==> src/rtl/sigma_irq_ctrl_if.sv <==
// rtl/sigma_irq_ctrl_if.sv - core-side request/acknowledge handshake of the interrupt controller
interface sigma_irq_ctrl_if #(
   parameter int IRQ_NUM_POW = 4
);
   logic                   irq_req_o;
   logic [IRQ_NUM_POW-1:0] irq_code_bo;
   logic                   irq_ack_i;

   modport master (
      output irq_req_o,
      output irq_code_bo,
      input  irq_ack_i
   );

   modport slave (
      input  irq_req_o,
      input  irq_code_bo,
      output irq_ack_i
   );
endinterface

==> src/rtl/sigma_irq_ctrl.sv <==
// rtl/sigma_irq_ctrl.sv - per-tile interrupt controller: pending register, fixed-priority arbiter, req/ack FSM
module sigma_irq_ctrl #(
   parameter int IRQ_NUM_POW   = 4,
   parameter int TIMER_IRQ_NUM = 0
) (
   input  logic                        clk_i,
   input  logic                        rst_i,
   input  logic [(2**IRQ_NUM_POW)-1:0] irq_bi,
   input  logic [(2**IRQ_NUM_POW)-1:0] irq_en_bi,
   input  logic                        irq_timer_i,
   input  logic                        sgi_req_i,
   input  logic [IRQ_NUM_POW-1:0]      sgi_code_bi,
   sigma_irq_ctrl_if.master            core,
   output logic [(2**IRQ_NUM_POW)-1:0] irq_pending_bo
);
   localparam int N = 2**IRQ_NUM_POW;

   typedef enum logic {
      IDLE = 1'b0,
      REQ  = 1'b1
   } state_t;

   state_t                 state;
   logic [N-1:0]           pending;
   logic [N-1:0]           irq_prev;
   logic [N-1:0]           set_vec;
   logic [N-1:0]           clr_vec;
   logic [N-1:0]           eligible;
   logic [IRQ_NUM_POW-1:0] win_code;
   logic                   irq_req_q;
   logic [IRQ_NUM_POW-1:0] irq_code_q;

   always_comb begin
      set_vec = irq_bi & ~irq_prev;
      if (irq_timer_i)
         set_vec[TIMER_IRQ_NUM] = 1'b1;
      if (sgi_req_i)
         set_vec[sgi_code_bi] = 1'b1;
   end

   always_comb begin
      clr_vec = '0;
      if (state == REQ && core.irq_ack_i)
         clr_vec[irq_code_q] = 1'b1;
   end

   assign eligible = pending & irq_en_bi;

   // Scan from the top down so the lowest eligible index is the last to win.
   always_comb begin
      win_code = '0;
      for (int i = N - 1; i >= 0; i--) begin
         if (eligible[i])
            win_code = IRQ_NUM_POW'(i);
      end
   end

   always_ff @(posedge clk_i or posedge rst_i) begin
      if (rst_i) begin
         pending  <= '0;
         irq_prev <= '0;
      end else begin
         pending  <= (pending & ~clr_vec) | set_vec;
         irq_prev <= irq_bi;
      end
   end

   // The request is frozen in REQ; only an ack (or reset) releases it.
   always_ff @(posedge clk_i or posedge rst_i) begin
      if (rst_i) begin
         state      <= IDLE;
         irq_req_q  <= 1'b0;
         irq_code_q <= '0;
      end else begin
         case (state)
            IDLE: begin
               if (eligible != '0) begin
                  irq_code_q <= win_code;
                  irq_req_q  <= 1'b1;
                  state      <= REQ;
               end
            end
            REQ: begin
               if (core.irq_ack_i) begin
                  irq_req_q <= 1'b0;
                  state     <= IDLE;
               end
            end
            default: begin
               irq_req_q <= 1'b0;
               state     <= IDLE;
            end
         endcase
      end
   end

   assign core.irq_req_o   = irq_req_q;
   assign core.irq_code_bo = irq_code_q;
   assign irq_pending_bo   = pending;
endmodule

==> src/flat_wrapper.sv <==
// flat-port wrapper written by rule: the top's interface ports become plain ports
module sigma_irq_ctrl_flat 
#(
   parameter int IRQ_NUM_POW   = 4,
   parameter int TIMER_IRQ_NUM = 0
)
  (clk_i, rst_i, irq_bi, irq_en_bi, irq_timer_i, sgi_req_i, sgi_code_bi, irq_pending_bo, core_irq_req_o, core_irq_code_bo, core_irq_ack_i);
  sigma_irq_ctrl_if #(.IRQ_NUM_POW(IRQ_NUM_POW)) core_i ();
  input  logic clk_i;
  input  logic rst_i;
  input  logic [(2**IRQ_NUM_POW)-1:0] irq_bi;
  input  logic [(2**IRQ_NUM_POW)-1:0] irq_en_bi;
  input  logic irq_timer_i;
  input  logic sgi_req_i;
  input  logic [IRQ_NUM_POW-1:0] sgi_code_bi;
  output logic [(2**IRQ_NUM_POW)-1:0] irq_pending_bo;
  output wire logic [$bits(core_i.irq_req_o)-1:0] core_irq_req_o;
  output wire logic [$bits(core_i.irq_code_bo)-1:0] core_irq_code_bo;
  input wire logic [$bits(core_i.irq_ack_i)-1:0] core_irq_ack_i;
  assign core_irq_req_o = core_i.irq_req_o;
  assign core_irq_code_bo = core_i.irq_code_bo;
  assign core_i.irq_ack_i = core_irq_ack_i;
  sigma_irq_ctrl #(.IRQ_NUM_POW(IRQ_NUM_POW), .TIMER_IRQ_NUM(TIMER_IRQ_NUM)) u_core (.clk_i(clk_i), .rst_i(rst_i), .irq_bi(irq_bi), .irq_en_bi(irq_en_bi), .irq_timer_i(irq_timer_i), .sgi_req_i(sgi_req_i), .sgi_code_bi(sgi_code_bi), .core(core_i), .irq_pending_bo(irq_pending_bo));
endmodule
==> config.mk <==
export PLATFORM = sky130hd
export DESIGN_NAME = sigma_irq_ctrl_flat
export DESIGN_NICKNAME = d
export VERILOG_FILES = /design/src/rtl/sigma_irq_ctrl_if.sv /design/src/rtl/sigma_irq_ctrl.sv /design/src/flat_wrapper.sv
export SDC_FILE = /design/constraint.sdc
export NUM_CORES = 1
export LEC_CHECK = 0
export ABC_AREA = 1
export BUFFER_PORTS_ARGS = -buffer_cell sky130_fd_sc_hd__buf_4
export CELL_PAD_IN_SITES_DETAIL_PLACEMENT = 0
export CELL_PAD_IN_SITES_GLOBAL_PLACEMENT = 1
export CORE_ASPECT_RATIO = 0.8
export CORE_MARGIN = 3
export CORE_UTILIZATION = 28
export CTS_CLUSTER_DIAMETER = 200
export DETAILED_ROUTE_END_ITERATION = 8
export GPL_TIMING_DRIVEN = 0
export PLACE_DENSITY = 0.69
export SLEW_MARGIN = 20
export SYNTH_ARGS = -nofsm -noshare
export SYNTH_HDL_FRONTEND = slang
export SYNTH_SLANG_ARGS = --single-unit
export TNS_END_PERCENT = 100
==> constraint.sdc <==
create_clock -name clk_i -period 1.95 [get_ports clk_i]
set_input_delay 0.195 -clock clk_i [delete_from_list [all_inputs] [get_ports clk_i]]
set_output_delay 0.195 -clock clk_i [all_outputs]
set_load 0.01 [all_outputs]
==> results of run 1 <==
==> worst max-delay path: stages (launching register included) <==
cell and delay, ps:
dfrtp_1 400, nand2_1 110, nand2_1 140, o41ai_4 340, nand2_2 150, clkinv_2 90
a21oi_2 30, nand2_1 60, nand2_1 40
==> where the power goes <==
part	leakage [nW]	internal [mW]	switching, mW
Sequential	0.405	0.914	0.116
Combinational	0.724	0.332	0.441
Clock	0.0438	0.241	0.282
==> cell usage after synthesis <==
| master | n | area share [%] |
|---|---|---|
| o41ai_4 | 1 | 1.6 |
| a21oi_2 | 1 | 0.50 |
| o211ai_1 | 15 | 6.5 |
| a21oi_1 | 1 | 0.29 |
| nand3_1 | 15 | 4.3 |
| nand2_1 | 53 | 11 |
| o21ai_0 | 18 | 5.2 |
| o31ai_1 | 1 | 0.43 |
| o21ai_1 | 2 | 0.58 |
| nand2_2 | 6 | 2.2 |
| inv_1 | 34 | 7.3 |
| a31oi_1 | 1 | 0.36 |
| clkinv_2 | 1 | 0.29 |
| buf_2 | 1 | 0.29 |
| nor2_1 | 15 | 3.2 |
| dfrtp_1 | 38 | 55 |
| o22ai_1 | 1 | 0.36 |
| nor3_1 | 2 | 0.58 |
==> kinds of logic (layout without fill, tap and decap cells) <==
kind of cell / after synthesis / in the layout / share of synthesized area (%)
DFF: 38 / 38 / 54.6
buffers and inverters: 36 / 105 / 7.91
and+or+nand+nor: 91 / 91 / 21.7
AOI/OAI and AO/OA: 41 / 41 / 15.7
==> timing repair <==
item | in CTS | in global routing
endpoints found under the hold margin | 16 | 0
buffers inserted | 0 | 0
setup endpoints to repair | 0 | 0
hold buffers | 1 | 0
==> cell type report <==
class                   count  area [um2]  area share, %
clock inverters             2        10.0          0.416
well taps                  81         101           4.21
inverters                  35         133           5.51
plain buffers               1        5.00          0.208
clock buffers               5        68.8           2.86
repair buffers             62         488           20.3
flip-flops and latches     38         951           39.5
multi-input cells         132         652           27.1
==> routing by layer <==
layer,GRT usage (%),up-vias
met5,0,-
li1,-,803
met1,21.2,721
met4,3.03,0
met3,3.46,2
met2,19.4,43
==> final timing paths <==
| kind | startpoint | to | slack [ps] | depth (start not counted) |
|---|---|---|---|---|
| setup reg to reg | u_core.irq_pending_bo[8] | u_core.core.irq_code_bo[0] | 490 | 8 |
| min in group asynchronous | rst_i | u_core.irq_prev[8] | 460 | 3 |
| hold / removal | irq_bi[3] | u_core.irq_prev[3] | 20 | 1 |
| hold reg to reg | u_core.irq_prev[1] | u_core.irq_pending_bo[1] | 430 | 1 |
| setup / recovery | u_core.irq_pending_bo[8] | u_core.core.irq_code_bo[0] | 490 | 8 |
| max in group asynchronous | rst_i | u_core.irq_prev[0] | 1050 | 4 |
==> registers in the layout (all words and copies together), names as in the netlist <==
signal / cells
u_core.core.irq_code_bo: 4
u_core.core.irq_req_o: 1
u_core.irq_pending_bo: 16
u_core.irq_prev: 16
u_core.state: 1
==> impl_metrics.ini, run 1 <==
[run_status]
status = completed

[critical_path]
critical_path_arrival_ps = 1640
cp-start-kind = flop
required_ps = 2130
worstSetupPathType = flop to flop
cp_max_fo = 6
worstSetupEndpointType = flop

[detailed_routing]
wirelength_met1_um = 2490
routed_wl_um = 4750
via_count = 1569
drcViolationCount = 0
dr_wl_met3_um = 266
wl_per_cell_um = 13.4
met2_length_um = 1980
via_per_inst = 4.41
firstDrtPassIters = 4
drt_iter0_drc = 55
routed.top_layer = met4
ant_nets = 0

[finish]
final_cell_mix = buf_4, nand2_1, dfrtp_1, inv_1, o21ai_0
area_growth_pct = 38.4
drive_gt1_share_pct = 28.7
stdcell_count = 356
fillers = 636
final_util_pct = 40.3
final_common_cell = buf_4
fin_area_mm2 = 0.00241
nets = 316
insertedDiodeCount = 0

[sta]
fin_ws_ps = 490
clock_skew_ps = 3.01
finalHoldViolCount = 0
max_freq_ghz = 0.685
fin_crit_sh_pct = 74.9
max-slew-margin-rel_pct = 67.7
hold_slack_ps = 24.7
tns_ps = 0
rsz0062_at_grt = no
finalSetupViolCount = 0
fin_crit_ps = 1460
worst_pin_slew_ps = 481
slew_viol_final = 0

[logic_synthesis]
synth-seq-area-share_pct = 54.6
syn_nets = 247
syn_inst = 206
yosysWarnings = 0
avgSynthCellArea_um2 = 8.45
ys_types = 18
syn-cell-area_mm2 = 0.00174
synth_seq_cells = 38

[placement]
dp_cells = 348
place_area_mm2 = 0.00232
gp_congestion = 0.768
dp_slack_ps = 477
dp_hpwl_um = 3980
port-buffer-count = 60

[job]
maxCapViolCount = 0

[global_routing]
grt_first_pass_wirelength_um = 7660
antenna_found_initial = 0
grt_usage_pct = 13.8
grt_pass1_vias = 1552
grt.overflow.total = 0
grt_max_degree = 23

[pwr]
irDropWorstVdd_mv = 0.372
power.total_mw = 2.32
p_leak_nw = 1.17
power.density_mw_per_mm2 = 965

[clock_network]
clock_path_buffers = 2
cts.repair.resized = 0
clk_latency_ps = 280
clk_pin_slew_ps = 80
cts_buffers = 5
tritoncts = yes
clock-sinks = 38
cts_max_level = 2
root_buffer = clkbuf_8

[floorplan]
pin_count = 62
die_area_mm2 = 0.00720
die_y_um = 76.5
coreArea_mm2 = 0.00597
fp.dieW_um = 94.1
std_cell_rows = 25
start_util_pct = 29.1

[hold_path]
hold_class = input port to flop
No activity file was read; power rests on OpenSTA's default activity.
==> run 2, diff against run 1 <==
--- a/config.mk
+++ b/config.mk
@@ -5,7 +5,7 @@
 export SDC_FILE = /design/constraint.sdc
 export NUM_CORES = 1
 export LEC_CHECK = 0
-export ABC_AREA = 1
+export ABC_AREA = 0
 export BUFFER_PORTS_ARGS = -buffer_cell sky130_fd_sc_hd__buf_4
 export CELL_PAD_IN_SITES_DETAIL_PLACEMENT = 0
 export CELL_PAD_IN_SITES_GLOBAL_PLACEMENT = 1
==> constraint.sdc (replaced) <==
create_clock -name clk_i -period 1.2 [get_ports clk_i]
set_input_delay 0.12 -clock clk_i [delete_from_list [all_inputs] [get_ports clk_i]]
set_output_delay 0.12 -clock clk_i [all_outputs]
set_load 0.01 [all_outputs]
==> run 2 against run 1 <==
  * The flow now finishes with violations (negative setup slack)
  * Register-to-register slack worse by 850 ps
  * Cell count is 0.28% lower
  * Synthesized cell count is 20% lower
  * Combinational power is 13% higher
  * Non-clock buffer count is 39 higher
  * Fmax is 6.3% lower
  * Clock skew hardly changed
  * Sequential cell count stayed put
  * First-iteration DRC count is 7.3% lower
  * Largest power group unchanged
  * Highest routed layer unchanged
==> impl_metrics.ini, run 2 <==
[run_status]
status = complete, but fails checks
violations = negative setup slack

[clock_network]
tritoncts = yes
clock_path_buffers = 2
clk_pin_slew_ps = 80
cts_max_level = 2
clock-sinks = 38
clk_latency_ps = 290
root_buffer = clkbuf_8
cts_buffers = 5

[finish]
fillers = 575
final_cell_mix = buf_4, dfrtp_1, nand2_1, dlygate4sd3_1, inv_1
area_growth_pct = 63.8
nets = 314
final_common_cell = buf_4
drive_gt1_share_pct = 47.4
insertedDiodeCount = 0

[logic_synthesis]
yosys-top-cells-area = dfrtp_1, o221ai_1, o21ai_0, nand2_1, inv_1
synth_seq_cells = 38
yosysWarnings = 0
synth_top_area_share_pct = 54.6
yosys.cell_count.top_type = dfrtp_1
synth_edf_count = 0
syn_inst = 165
ys_types = 36
syn_nets = 206
syn-cell-area_mm2 = 0.00174
synth_common_cells = dfrtp_1, nand2_1, o21ai_0
avgSynthCellArea_um2 = 10.6
ys.flop_type = dfrtp_1
synth-seq-area-share_pct = 54.6
yosysTopAreaCell = dfrtp_1
async_flop_share_pct = 100

[detailed_routing]
drt_iter0_drc = 51
via_count = 1700
via_per_inst = 4.79
dr_wl_met3_um = 356
wl_per_cell_um = 15.7
routed_wl_um = 5570
routed.top_layer = met4
firstDrtPassIters = 4
wirelength_met1_um = 2570
drcViolationCount = 0
ant_nets = 0
met2_length_um = 2610

[floorplan]
die_y_um = 76.5
std_cell_rows = 25
pin_count = 62
fp.dieW_um = 94.2
coreArea_mm2 = 0.00597
start_util_pct = 29.2
die_area_mm2 = 0.00721

[critical_path]
worst-path-buf-inv = 0
cp_max_fo = 5
r2r-start = u_core.irq_pending_bo[5]
worstSetupPathType = flop to flop
critical_path_arrival_ps = 1740
required_ps = 1380
cp-start-kind = flop
worstPathCellList = a22oi_4, nand2_4, nor4_4, nor2_2, mux2_4
cp_top_family = simple AND/OR/NAND/NOR gates
crit_start = u_core.irq_pending_bo[5]
slowest_stage = dfrtp_2
max_stage_delay_ps = 460
worstSetupEndpointType = flop

[sta]
rsz0062_at_grt = yes
worst_pin_slew_ps = 299
fin_crit_sh_pct = 130
max_freq_ghz = 0.642
tns_ps = -1630
finalHoldViolCount = 0
clock_skew_ps = 2.80
fin_crit_ps = 1560
finalSetupViolCount = 11
max-slew-margin-rel_pct = 80.1
fin_ws_ps = -358
slew_viol_final = 0

[pwr]
pwr-share-clk_pct = 28.3
comb_power_share_pct = 26.5
power.density_mw_per_mm2 = 1160
irDropWorstVdd_mv = 0.547
p_sw_mw = 0.998
p_leak_nw = 1.28
internal-power_mw = 2.31
switching_share_pct = 30.2
seqPwrFrac_pct = 45.2

[placement]
dp_slack_ps = -411
gp_congestion = 0.885
port-buffer-count = 61
dp_hpwl_um = 4060

[hold_path]
worstHoldStart = irq_timer_i
hold_class = input port to flop

[global_routing]
antenna_found_initial = 0
grt_first_pass_wirelength_um = 8710
grt.overflow.total = 0
grt_max_degree = 27
grt_pass1_vias = 1677
grt_usage_pct = 15.8

[job]
maxCapViolCount = 0
## run 2: per-stage QoR
step                util, %  total power [mW]  hold slack [ps]  instance area (um2)  cells
floorplan                 -              1.81              151                 1760    165
global placement       38.8              2.17              239                 2320    307
detailed placement     39.1              2.18             87.0                 2340    308
CTS                    46.2              3.24             41.1                 2760    350
global route           47.7              3.49             51.9                 2850    355
finish                 47.7              3.31             49.1                 2850    355
## run 2: final cells by class
class / count / area, um2 / share of cell area [%]
Clock inverter: 2 / 12.5 / 0.439
Sequential cell: 38 / 957 / 33.6
Clock buffer: 6 / 82.6 / 2.89
Buffer: 1 / 11.3 / 0.395
Timing Repair Buffer: 101 / 817 / 28.6
Inverter: 16 / 60.1 / 2.11
Multi-Input combinational cell: 110 / 811 / 28.4
Tap cell: 81 / 101 / 3.55
## run 2: metal layers
layer	vias up	global-route usage (%)
li1	818	-
met4	0	3.90
met2	47	24.1
met3	4	4.64
met5	-	0
met1	831	22.1
## run 2: cells by family (layout without fill, tap and decap cells)
family                 Yosys count  in the layout  share of synthesized area [%]
buffers and inverters           17            126                           3.74
DFF                             38             38                           54.6
AOI/OAI and AO/OA               52             52                           23.1
and+or+nand+nor                 55             55                           16.6
muxes                            3              3                           2.01
## run 2: path summary, 6_finish.rpt
path                                               to  slack [ps]  cells after the start
max                        u_core.core.irq_code_bo[1]        -360                      5
min                          u_core.irq_pending_bo[0]          50                      3
max reg2reg                u_core.core.irq_code_bo[1]        -360                      5
min reg2reg                 u_core.irq_pending_bo[11]         480                      1
max in group asynchronous  u_core.core.irq_code_bo[3]         450                      4
min in group asynchronous          u_core.irq_prev[4]         310                      3
## run 2: worst min-delay path: cells and delay by family
kind | cells | cell delay, ps
AO/OA/AOI/OAI | 2 | 100
buffers and inverters | 1 | 80
## run 2: power groups by stage
| stage | Sequential [mW] | Combinational (mW) | Clock (mW) |
|---|---|---|---|
| after floorplan | 1.52 | 0.288 | 0 |
| after global placement | 1.51 | 0.654 | 0 |
| after detailed placement | 1.51 | 0.663 | 0 |
| after CTS | 1.48 | 0.819 | 0.943 |
| after global routing | 1.51 | 0.953 | 1.03 |
| final | 1.49 | 0.876 | 0.937 |
## run 2: repair_timing
item                                    in CTS  in global routing
gates resized for setup                     10                 24
hold buffers                                17                  0
setup buffers                               17                  5
hold endpoints to repair                    28                  0
pin swaps                                    9                 10
endpoints found under the setup margin      18                 21
